[config.mk]
export PLATFORM = sky130hd
export DESIGN_NAME = inst_loader
export DESIGN_NICKNAME = d
export VERILOG_FILES = /design/src/rtl/inst_loader.sv
export SDC_FILE = /design/constraint.sdc
export NUM_CORES = 1
export LEC_CHECK = 0
export ABC_AREA = 0
export BUFFER_PORTS_ARGS = -buffer_cell sky130_fd_sc_hd__buf_2
export CAP_MARGIN = 20
export CORE_MARGIN = 8
export CORE_UTILIZATION = 45
export DETAILED_ROUTE_END_ITERATION = 6
export HOLD_SLACK_MARGIN = 0.05
export PLACE_DENSITY = 0.65
export SYNTH_ARGS = -nofsm -noshare
export SYNTH_HDL_FRONTEND = slang
export SYNTH_SLANG_ARGS = --single-unit
[constraint.sdc]
create_clock -name clk -period 3.1 [get_ports clk]
set_input_delay 0.62 -clock clk [delete_from_list [all_inputs] [get_ports clk]]
set_output_delay 0.62 -clock clk [all_outputs]
set_load 0.01 [all_outputs]
[src/rtl/inst_loader.sv]
// Streams a little-endian word count and instruction words from a byte source into
// instruction memory, holding the core in reset until the image is fully loaded.
module inst_loader #(
    parameter logic [31:0] InstStartFrom = 32'h0000_0000,
    parameter int unsigned InstSpace     = 32'h0000_4000,
    parameter logic [31:0] BASE_ADDR     = InstStartFrom,
    parameter int unsigned MAX_WORDS     = InstSpace >> 2,
    parameter int unsigned TIMEOUT       = 1000000
) (
    input  logic        clk,
    input  logic        rst,
    input  logic        start,
    input  logic        byte_valid,
    input  logic [7:0]  byte_data,
    output logic        byte_ready,
    output logic        load,
    output logic [31:0] load_addr,
    output logic [31:0] load_inst,
    output logic        cpu_hold,
    output logic        done,
    output logic        error
);

    typedef enum logic [2:0] {
        StIdle,
        StCount,
        StData,
        StWrite,
        StDone,
        StErr
    } state_e;

    state_e      state_q, state_d;
    logic [1:0]  bidx_q, bidx_d;
    logic [31:0] widx_q, widx_d;
    logic [31:0] tmo_q, tmo_d;
    logic [31:0] nwords_q, nwords_d;
    logic [31:0] asm_q, asm_d;
    logic [31:0] addr_q, addr_d;
    logic [31:0] inst_q, inst_d;
    logic        hs;

    always_comb begin
        state_d  = state_q;
        bidx_d   = bidx_q;
        widx_d   = widx_q;
        tmo_d    = tmo_q;
        nwords_d = nwords_q;
        asm_d    = asm_q;
        addr_d   = addr_q;
        inst_d   = inst_q;

        byte_ready = (state_q == StCount) || (state_q == StData);
        hs         = byte_ready && byte_valid;
        load       = (state_q == StWrite);
        done       = (state_q == StDone);
        error      = (state_q == StErr);
        cpu_hold   = (state_q == StCount) || (state_q == StData) ||
                     (state_q == StWrite) || (state_q == StErr);

        unique case (state_q)
            StIdle, StDone, StErr: begin
                if (start) begin
                    state_d  = StCount;
                    bidx_d   = 2'd0;
                    widx_d   = 32'd0;
                    tmo_d    = 32'd0;
                    nwords_d = 32'd0;
                    asm_d    = 32'd0;
                end
            end
            StCount: begin
                if (hs) begin
                    tmo_d                   = 32'd0;
                    bidx_d                  = bidx_q + 2'd1;
                    nwords_d[8*bidx_q +: 8] = byte_data;
                    if (bidx_q == 2'd3) begin
                        if (nwords_d == 32'd0 || nwords_d > MAX_WORDS) begin
                            state_d = StErr;
                        end else begin
                            state_d = StData;
                        end
                    end
                end
            end
            StData: begin
                if (hs) begin
                    tmo_d                = 32'd0;
                    bidx_d               = bidx_q + 2'd1;
                    asm_d[8*bidx_q +: 8] = byte_data;
                    if (bidx_q == 2'd3) begin
                        state_d = StWrite;
                        addr_d  = BASE_ADDR + (widx_q << 2);
                        inst_d  = asm_d;
                    end
                end
            end
            StWrite: begin
                widx_d  = widx_q + 32'd1;
                state_d = (widx_d == nwords_q) ? StDone : StData;
            end
            default: state_d = StIdle;
        endcase

        // Idle cycles while waiting for a byte; expiry abandons any partial word.
        if (byte_ready && !hs) begin
            tmo_d = tmo_q + 32'd1;
            if (TIMEOUT != 0 && tmo_d == TIMEOUT) begin
                state_d = StErr;
                bidx_d  = 2'd0;
                asm_d   = 32'd0;
            end
        end
    end

    always_ff @(posedge clk) begin
        if (rst) begin
            state_q  <= StIdle;
            bidx_q   <= 2'd0;
            widx_q   <= 32'd0;
            tmo_q    <= 32'd0;
            nwords_q <= 32'd0;
            asm_q    <= 32'd0;
            addr_q   <= 32'd0;
            inst_q   <= 32'd0;
        end else begin
            state_q  <= state_d;
            bidx_q   <= bidx_d;
            widx_q   <= widx_d;
            tmo_q    <= tmo_d;
            nwords_q <= nwords_d;
            asm_q    <= asm_d;
            addr_q   <= addr_d;
            inst_q   <= inst_d;
        end
    end

    assign load_addr = addr_q;
    assign load_inst = inst_q;

endmodule

* Word-level counts from Yosys, hierarchy flattened
Index checks and enable logic that the tools add are counted.
** Cells by class
- Muxes and demuxes :: 29
- Magnitude comparators :: 1
- $add $sub $neg :: 4
- Shift operators :: 2
- Reductions and logical operators :: 18
- Equality and inequality tests :: 12
** Operators by type and width (count)
- $mux W32 :: 8
- $pmux W32 S2 :: 4
- $add A32 B1 Y32 const B :: 2
- $bwmux W32 :: 2
- $neg A5 Y34 :: 1
- $shift A8 B34 Y32 const A :: 1
- $shiftx A8 B34 Y32 :: 1
- $eq A32 B20 Y1 const B :: 1
- $eq A32 B32 Y1 :: 1
- $gt A32 B13 Y1 const B :: 1
- $logic_not A32 Y1 :: 1
- $mux W3 :: 9
- $pmux W3 S4 :: 1
- $reduce_and A3 Y1 :: 3
- $mux W2 :: 4
- $eq A3 B2 Y1 const B :: 2
- $eq A3 B3 Y1 const B :: 2
- $logic_or A1 B1 Y1 :: 4
- $ne A2 B2 Y1 const B :: 2
- $pmux W2 S2 :: 1
- $reduce_bool A2 Y1 :: 2
- $eq A3 B1 Y1 const B :: 1
- $logic_not A3 Y1 :: 1
- $ne A3 B1 Y1 const B :: 1
- other kinds (9) :: 10
** Word-level totals
- Word-level logic and storage cells :: 74
- Bits of input ports :: 12
- Output and inout port bits :: 69
- Register bits :: 195

* Depth between registers and ports, before layout
- Word-level depth :: 11
- Depth in mapped cells :: 12
- Depth with buffers taken out :: 10

* Worst setup path after synthesis
Ideal clock, no wire load.
- Path type :: reg2reg
- Start point :: register widx_q[0]
- End point :: register state_q[1]
- Arrival :: 3.203 ns
- Path buffers :: 1
- Required time :: 2.966 ns
- Setup time :: 0.134 ns
- Period minus slack after synthesis :: 3.336 ns
- Cell stages (with the launch flop) :: 11
- Slack :: -0.236 ns
- Cell sequence :: dfxtp_1 ha_1 clkbuf_1 nand4_1 nor4_1 nand4_1 xnor2_1 or4_1 or4_1 o41ai_1 a211oi_1
** Between the ends
- Word-level cells in the longest chain between the ends :: 6
** Ends and longest elaborated chain
- start, declared :: RTL line 35 : logic [31:0] widx_q, widx_d;
- start signal, assigned :: RTL line 129 : widx_q <= widx_d;
- $add A32 B1 Y32 (*) :: RTL line 99 : widx_d = widx_q + 32'd1;
- $eq A32 B32 Y1 (*) :: RTL line 100 : state_d = (widx_d == nwords_q) ? StDone : StData;
- $mux W3 (*) :: RTL line 100
- $pmux W3 S4 (*) :: RTL line 61 : unique case (state_q)
- $mux W3 :: RTL line 108 : if (TIMEOUT != 0 && tmo_d == TIMEOUT) begin
- $mux W3 (*) :: RTL line 106 : if (byte_ready && !hs) begin
- end signal, assigned :: RTL line 118 : state_q <= StIdle;
- end signal, assigned :: RTL line 127 : state_q <= state_d;
- end, declared :: RTL line 33 : state_e state_q, state_d;
Every way passes the cells marked *; elsewhere a longest branch is shown, timed or not.
A chain may end at the register's enable or synchronous reset.

* Worst setup path after layout
Same ends and word-level chain as after synthesis.

==> impl_metrics.json <==
{
  "fin_crit_sh_pct": 98.6,
  "drive_above_1_share_pct": 17.2,
  "worstPathMaxFanout": 4,
  "grt_overflow": 0,
  "powerDensity_nw_per_um2": 434,
  "synthSimpleGateAreaFrac_pct": 26.2,
  "synth_seq_cells": 195,
  "finalNetCount": 1397,
  "start_util_pct": 45.3,
  "worst_slack_ns": 0.0449,
  "syn_to_final_growth_pct": 17.6,
  "drcViolationCount": 0,
  "muxShareOfSynthArea_pct": 0.508,
  "wl_per_cell_um": 17.7,
  "die_x_um": 166,
  "cts_buffers": 17,
  "final_util_pct": 53.2,
  "worstReg2RegStart": "widx_q[0]",
  "p_leak_nw": 4.37,
  "gp_congestion": 0.914,
  "yosysWarningCount": 0,
  "p_sw_mw": 1.38,
  "syn_inst": 1307,
  "ir_drop_v": 0.000373,
  "die-height_um": 166,
  "min-delay-path-class": "reg -> reg",
  "power.total_mw": 5.15,
  "avgSynthCellArea_um2": 7.72,
  "cts.clk_slew.worst_paths_ns": 0.08,
  "postRouteWirelength_um": 29600,
  "pre_cts_ws_ns": 0.0628,
  "hold_viol": 0,
  "r2r-end": "state_q[1]",
  "cts_num_sinks": 195,
  "cts_tree": "done",
  "hold_end": "load_addr[17]",
  "yosysSeqAreaShare_pct": 38.7,
  "synth-main-ff-cell": "dfxtp_1",
  "synth_top_family_by_area": "simple AND/OR/NAND/NOR gates",
  "via_per_inst": 5.97,
  "grt.total_usage_pct": 20.9,
  "tightest_slew_ns": 0.747,
  "switching_share_pct": 26.7,
  "hold_depth": 2,
  "yosys.cell_types.count": 72,
  "grt_pass1_vias": 9127,
  "crit_path_start_kind": "flip-flop",
  "port_buffers": 78,
  "min_period_ns": 3.06,
  "synth_top_cell_by_area": "dfxtp_1",
  "root_buffer": "clkbuf_16",
  "rows": 55,
  "fp.dieArea_um2": 27500,
  "htree_levels": 4,
  "core-area_um2": 22300,
  "drtIter0Drc": 846,
  "vias": 9991,
  "synth_adder_area_share_pct": 1.12,
  "min-delay-start": "load_addr[17]",
  "crit_required_ns": 3.42,
  "grt_pass1_wl_um": 48400,
  "synth_compound_area_share_pct": 23.8,
  "internal_power_mw": 3.78,
  "final_area_um2": 11900,
  "synth-edff-count": 0,
  "fillers": 2156,
  "ys_top_cells_by_area": "dfxtp_1 (39%), nor2_1 (7.1%), a21oi_1 (5.8%), nand2_1 (5.3%), clkbuf_1 (3.9%)",
  "antenna_found_initial": 1,
  "pwr-share-seq_pct": 48.8,
  "max-slew-margin-rel_pct": 49.8,
  "maxCapViolations": 0,
  "grt_max_degree": 158,
  "n_antenna_cell": 0,
  "synthesis.area_um2": 10100,
  "slew_viol_final": 0,
  "power_frac_comb_pct": 6.0,
  "r2r_slack_ns": 0.04,
  "clock.fmax_mhz": 327,
  "skew_ns": 0.0145,
  "async_flop_share_pct": 0,
  "pwr-share-clk_pct": 45.2,
  "worstSetupPathType": "reg -> reg",
  "dpl_cell_area_um2": 11100,
  "worstPathArrival_ns": 3.37,
  "ff2ff_path_depth": 10,
  "dr.pass1.iters": 6,
  "finalSetupViolCount": 0,
  "synth_top_area_share_pct": 38.7,
  "io_pins": 81,
  "status": "finished, final reports clean",
  "cts.path.max_buffers": 2,
  "worstSkewPairLatency_ns": 0.44,
  "synth_xor_area_share_pct": 4.39,
  "drtAntennaViolNets": 0,
  "endpoint_kind": "flip-flop",
  "dpl.hpwl_um": 20000
}
[registers in the layout (all words and copies together) (netlist names)]
name / flops
widx_q: 32
tmo_q: 32
load_inst: 32
state_q: 3
bidx_q: 2
nwords_q: 32
load_addr: 30
asm_q: 32
[cells in the final DEF, fill, tap and decap left out, types with 5 or more instances in the layout]
master / instances
o2111ai_1: 5
a31oi_1: 17
a221oi_1: 17
nand3_1: 28
a311oi_1: 19
a21o_1: 5
nand3b_1: 5
clkbuf_16: 17
dfxtp_2: 5
o21ai_0: 56
xnor2_1: 27
nor2_1: 191
or3_1: 7
nor4_1: 16
dfxtp_1: 190
a22oi_1: 39
buf_4: 88
xor2_1: 21
buf_2: 77
nand4_1: 23
nor3_1: 44
nand2_1: 141
nand4b_1: 9
a21oi_1: 116
and4_1: 13
and2_1: 9
inv_1: 11
nand2b_1: 5
ha_1: 8
and3_1: 13
a211oi_1: 22
clkinv_8: 6
a32oi_1: 29
or4_1: 8
[critical path, stage by stage, from the launching register on]
cell      delay [ns]
dfxtp_2         0.36
ha_4            0.14
nand4_1         0.11
buf_4           0.19
nor4_4          0.31
nand4_1         0.19
xnor2_1         0.16
or4_4           0.51
or4_4           0.47
o41ai_2         0.37
a211oi_1        0.12
[area by class of cell]
type / instances / area, um^2 / share of cell area (%)
multi-input cells: 977 / 5770 / 48.6
flip-flops and latches: 195 / 3910 / 32.9
repair buffers: 171 / 1150 / 9.68
clock buffers: 17 / 425 / 3.58
well taps: 285 / 357 / 3.00
clock inverters: 15 / 209 / 1.76
inverters: 14 / 52.6 / 0.443
[routing by layer]
layer | vias to the layer above | track usage (%) | part of all wire (%)
met5 | - | 0 | 0.041
met3 | 33 | 3.74 | 6.1
li1 | 4918 | - | -
met2 | 307 | 32.0 | 45
met1 | 4731 | 29.3 | 48
met4 | 2 | 6.00 | 1.5
[per-stage QoR]
step	hold WS, ns	std cells	setup TNS (ns)
6_report	0.451	1674	0
5_1_grt	0.471	1674	-0.0676
4_1_cts	0.453	1665	0
3_5_place_dp	0.443	1633	0
3_3_place_gp	0.439	1633	0
2_1_floorplan	0.454	1308	0
[worst max-delay path by stage]
stage	end	slack [ns]	from
floorplan	state_q[1]	0.06	widx_q[1]
global placement	state_q[1]	0.11	widx_q[12]
detailed placement	state_q[1]	0.06	widx_q[1]
CTS	state_q[1]	0.01	widx_q[1]
global route	state_q[1]	-0.07	widx_q[0]
finish	state_q[1]	0.04	widx_q[0]
[power groups by stage]
stage	registers (mW)	logic, mW	clock network, mW
final	2.52	0.307	2.33
after floorplan	2.57	0.190	0
after detailed placement	2.57	0.301	0
after global routing	2.52	0.335	2.47
after CTS	2.52	0.302	2.39
after global placement	2.57	0.299	0
[Yosys cell counts (15+ instances only)]
| master | number |
|---|---|
| nand3_1 | 28 |
| a22oi_1 | 39 |
| and4_1 | 15 |
| a211oi_1 | 23 |
| and3_1 | 15 |
| dfxtp_1 | 195 |
| a221oi_1 | 17 |
| xnor2_1 | 27 |
| a31oi_1 | 17 |
| nor3_1 | 44 |
| nand2_1 | 142 |
| a32oi_1 | 29 |
| clkbuf_1 | 104 |
| a21oi_1 | 116 |
| xor2_1 | 21 |
| nor4_1 | 20 |
| o21ai_0 | 56 |
| a311oi_1 | 19 |
| nand4_1 | 23 |
| nor2_1 | 191 |
[cell families (layout without fill, tap and decap cells)]
| kind of cell | after synthesis | after routing |
|---|---|---|
| AND/OR/NAND/NOR | 546 | 546 |
| flip-flops | 195 | 195 |
| adder cells (fa/ha/maj) | 9 | 9 |
| multiplexers | 5 | 5 |
| XOR/XNOR | 49 | 49 |
| AO/OA/AOI/OAI | 366 | 366 |
| buffers and inverters | 136 | 217 |
| other | 1 | 2 |
[what timing repair did]
| item | 4_1_cts | 5_1_grt |
|---|---|---|
| endpoints found under the hold margin | 0 | 0 |
| resized for setup | 0 | 20 |
| hold buffers | 0 | 0 |
| buffers inserted | 0 | 8 |
| endpoints found under the setup margin | 0 | 2 |
Power figures use the tool's default switching activity.
